===== src/rtl/logic_loom.sv =====
// Parallel-in / serial-out shift register: load a WIDTH-bit word, then stream it
// out one bit per clock while shift is held, filling the vacated end with FILL_BIT.
module logic_loom #(
  parameter int WIDTH     = 4,
  parameter bit MSB_FIRST = 1'b1,
  parameter bit FILL_BIT  = 1'b0
) (
  input  logic [WIDTH-1:0] din,
  input  logic             load,
  input  logic             shift,
  input  logic             clk,
  output logic             out,
  input  logic             rst_n
);

  logic [WIDTH-1:0] sreg;
  logic [WIDTH-1:0] shifted;

  // Direction is fixed at elaboration: the shift path and the tap move together.
  generate
    if (MSB_FIRST) begin : g_msb
      assign shifted = {sreg[WIDTH-2:0], FILL_BIT};
      assign out     = sreg[WIDTH-1];
    end else begin : g_lsb
      assign shifted = {FILL_BIT, sreg[WIDTH-1:1]};
      assign out     = sreg[0];
    end
  endgenerate

  // Load outranks shift so a new word can start on the same edge as the last shift.
  always_ff @(posedge clk or negedge rst_n) begin
    if (!rst_n)     sreg <= '0;
    else if (load)  sreg <= din;
    else if (shift) sreg <= shifted;
  end

endmodule


===== config.mk =====
export PLATFORM = sky130hd
export DESIGN_NAME = logic_loom
export DESIGN_NICKNAME = d
export VERILOG_FILES = /design/src/rtl/logic_loom.sv
export SDC_FILE = /design/constraint.sdc
export NUM_CORES = 1
export LEC_CHECK = 0
export CORE_AREA = 10 10 47 49
export CTS_BUF_LIST = sky130_fd_sc_hd__clkbuf_8
export CTS_CLUSTER_DIAMETER = 150
export DETAILED_ROUTE_END_ITERATION = 7
export DIE_AREA = 0 0 57 59
export PLACE_DENSITY_LB_ADDON = 0.12
export SYNTH_ARGS = -nofsm -noshare
export SYNTH_HDL_FRONTEND = slang
export SYNTH_SLANG_ARGS = --single-unit

===== constraint.sdc =====
create_clock -name clk -period 1.3 [get_ports clk]
set_input_delay 0.195 -clock clk [delete_from_list [all_inputs] [get_ports clk]]
set_output_delay 0.195 -clock clk [all_outputs]
set_load 0.02 [all_outputs]

==> impl_metrics.py <==
metrics = {
    "synth": {
        "synth_top_area_share": 0.5926,
        "netlist_instances": 15,
        "seq_area_frac_synth": 0.5926,
        "synthesis.area_um2": 168.9,
        "syn_nets": 23,
        "synth.largest_area_cell": "dfrtp_1",
        "yosysUniqueCellTypes": 6,
        "netlist_top_cells_area": "dfrtp_1, mux2i_1, o21ai_1",
        "synth_seq_cells": 4,
        "postSynthAreaPerCell_um2": 11.26,
        "yosysWarnings": 0,
    },
    "status": {
        "status": "finished, final reports clean",
    },
    "floorplanning": {
        "std_cell_rows": 14,
        "initial_core_util": 0.1205,
        "chipHeight_um": 59,
        "core_area_um2": 1401,
        "die_w_um": 57,
        "io_pins": 9,
        "die-area_um2": 3363,
    },
    "route": {
        "top_layer_used": "met4",
        "first_iter_violations": 1,
        "drt-total-wl_um": 454,
        "vias": 146,
        "via_per_inst": 3.395,
        "wl_met1_um": 243,
        "dr_wl_met3_um": 67,
        "drtAntennaViolNets": 0,
        "dr.pass1.iters": 2,
        "drc": 0,
        "routed-wl-met2_um": 109,
        "post_drt_wl_per_cell_um": 10.56,
    },
    "placed_design": {
        "dpl.hpwl_um": 367.6,
        "dp_slack_ns": 0.09695,
        "gp_congestion": 0.6273,
        "io_buffer_count": 8,
        "dpl_cell_area_um2": 276.5,
        "placed_cells": 40,
    },
    "sta": {
        "totalNegativeSetupSlack_ns": 0,
        "setup_viol": 0,
        "min_period_ns": 1.093,
        "maxSlewViolCount": 0,
        "rsz0062_at_grt": "no",
        "skew_ns": 0.0002230,
        "hold_slack_ns": 0.1896,
        "fmax_mhz": 915.1,
        "timing.final.ws_setup_ns": 0.2072,
        "hold_violations": 0,
        "worst_pin_slew_ns": 0.2056,
        "fin_crit_sh": 0.8406,
        "slew-limit-headroom": 0.8625,
    },
    "final_layout": {
        "mostFrequentLayoutCells": "clkdlybuf4s50_1, dfrtp_1",
        "nNetsFinal": 37,
        "syn_to_final_growth_pct": 87.41,
        "regMostFlops": "sreg",
        "largest_register_ffs": 4,
        "fin_util": 0.2259,
        "antenna_cells": 0,
        "fillers": 156,
        "fin_area_um2": 316.6,
        "layout_commonest_cell": "clkdlybuf4s50_1",
        "top_regs": "sreg (4)",
        "drive_gt1_frac": 0.1481,
        "fin_cells": 43,
    },
    "setup_path": {
        "critPathCaptureType": "primary output",
        "slowest_stage": "dfrtp_1",
        "worstPathCellList": "dlygate4sd2_1",
        "crit_buf_inv": 1,
        "rrSetupSlack_ns": 0.59,
        "critPathMaxStageDelay_ns": 0.36,
        "cp_data_required_time_ns": 1.11,
        "crit_family": "flip-flops",
        "worstSetupStartpointType": "flop",
        "arrival_ns": 0.90,
        "cp_max_fo": 2,
        "path_class": "flop to primary output",
    },
    "global_route": {
        "grt.overflow.total": 0,
        "grt_max_degree": 6,
        "grt_pass1_vias": 178,
        "grt_first_pass_wirelength_um": 793,
        "grt_use_total": 0.03598,
        "antenna_found_initial": 0,
    },
    "clock_tree": {
        "clock-sinks": 4,
        "cts_hold_buf": 0,
        "cts_tree": "yes",
        "h-tree-depth": 1,
        "clk_pin_slew_ns": 0.03,
        "clkLatencyLatePin_ns": 0.22,
        "clk_path_buf_depth": 2,
        "numCtsBuffers": 3,
        "cts_root_buffer": "clkbuf_8",
    },
    "power": {
        "total_power_uw": 458.5,
        "vdd_drop_max_uv": 408.9,
        "p_leak_nw": 0.1422,
        "pwr_density_cell_nw_per_um2": 1448,
    },
    "run": {
        "maxCapViolCount": 0,
    },
    "hold_path": {
        "min_path_type": "primary input to async pin",
    },
}
Yosys cell counts:
cell / number
dfrtp_1: 4
mux2i_1: 3
nand2_1: 3
o21ai_1: 3
a22o_1: 1
nor2_1: 1
worst paths after layout:
check | from | end | cells past startpoint
worst max-delay path | sreg[3] | out | 1
worst min-delay path | rst_n | sreg[2] | 1
worst max register to register | sreg[2] | sreg[3] | 2
worst min register to register | sreg[0] | sreg[0] | 1
max in group asynchronous | rst_n | sreg[0] | 1
min in group clk | sreg[0] | sreg[0] | 1
where the power goes:
part / switching (mW) / internal [mW]
clock network: 0.0616 / 0.197
logic: 0.0230 / 0.0344
registers: 0.00534 / 0.137
worst register-to-register path, stage by stage (launching register included):
cell and delay [ns]:
dfrtp_1 0.37, mux2i_1 0.15, o21ai_1 0.07
final cells by class:
type | instances | area [um^2] | share of cell area
Sequential cell | 4 | 100.1 | 0.3162
Timing Repair Buffer | 9 | 86.33 | 0.2727
Multi-Input combinational cell | 11 | 68.82 | 0.2174
Clock buffer | 3 | 41.29 | 0.1304
Tap cell | 16 | 20.02 | 0.06324
timing repair:
action                                 in CTS  in global routing
setup endpoints to repair                   1                  0
resized for setup                           1                  0
setup buffers                               0                  0
endpoints found under the hold margin       0                  0
layer usage:
metal | vias to the layer above | GRT usage
met5 | - | 0
met4 | 0 | 0.06040
met3 | 5 | 0.03433
met2 | 11 | 0.02481
met1 | 53 | 0.03952
li1 | 77 | -
logic make-up after synthesis:
group,count (synthesis),share of synthesized area
multiplexers,3,0.1778
AND/OR/NAND/NOR,4,0.08886
AO/OA/AOI/OAI,4,0.1407
flip-flops,4,0.5926
Power figures use the tool's default switching activity.
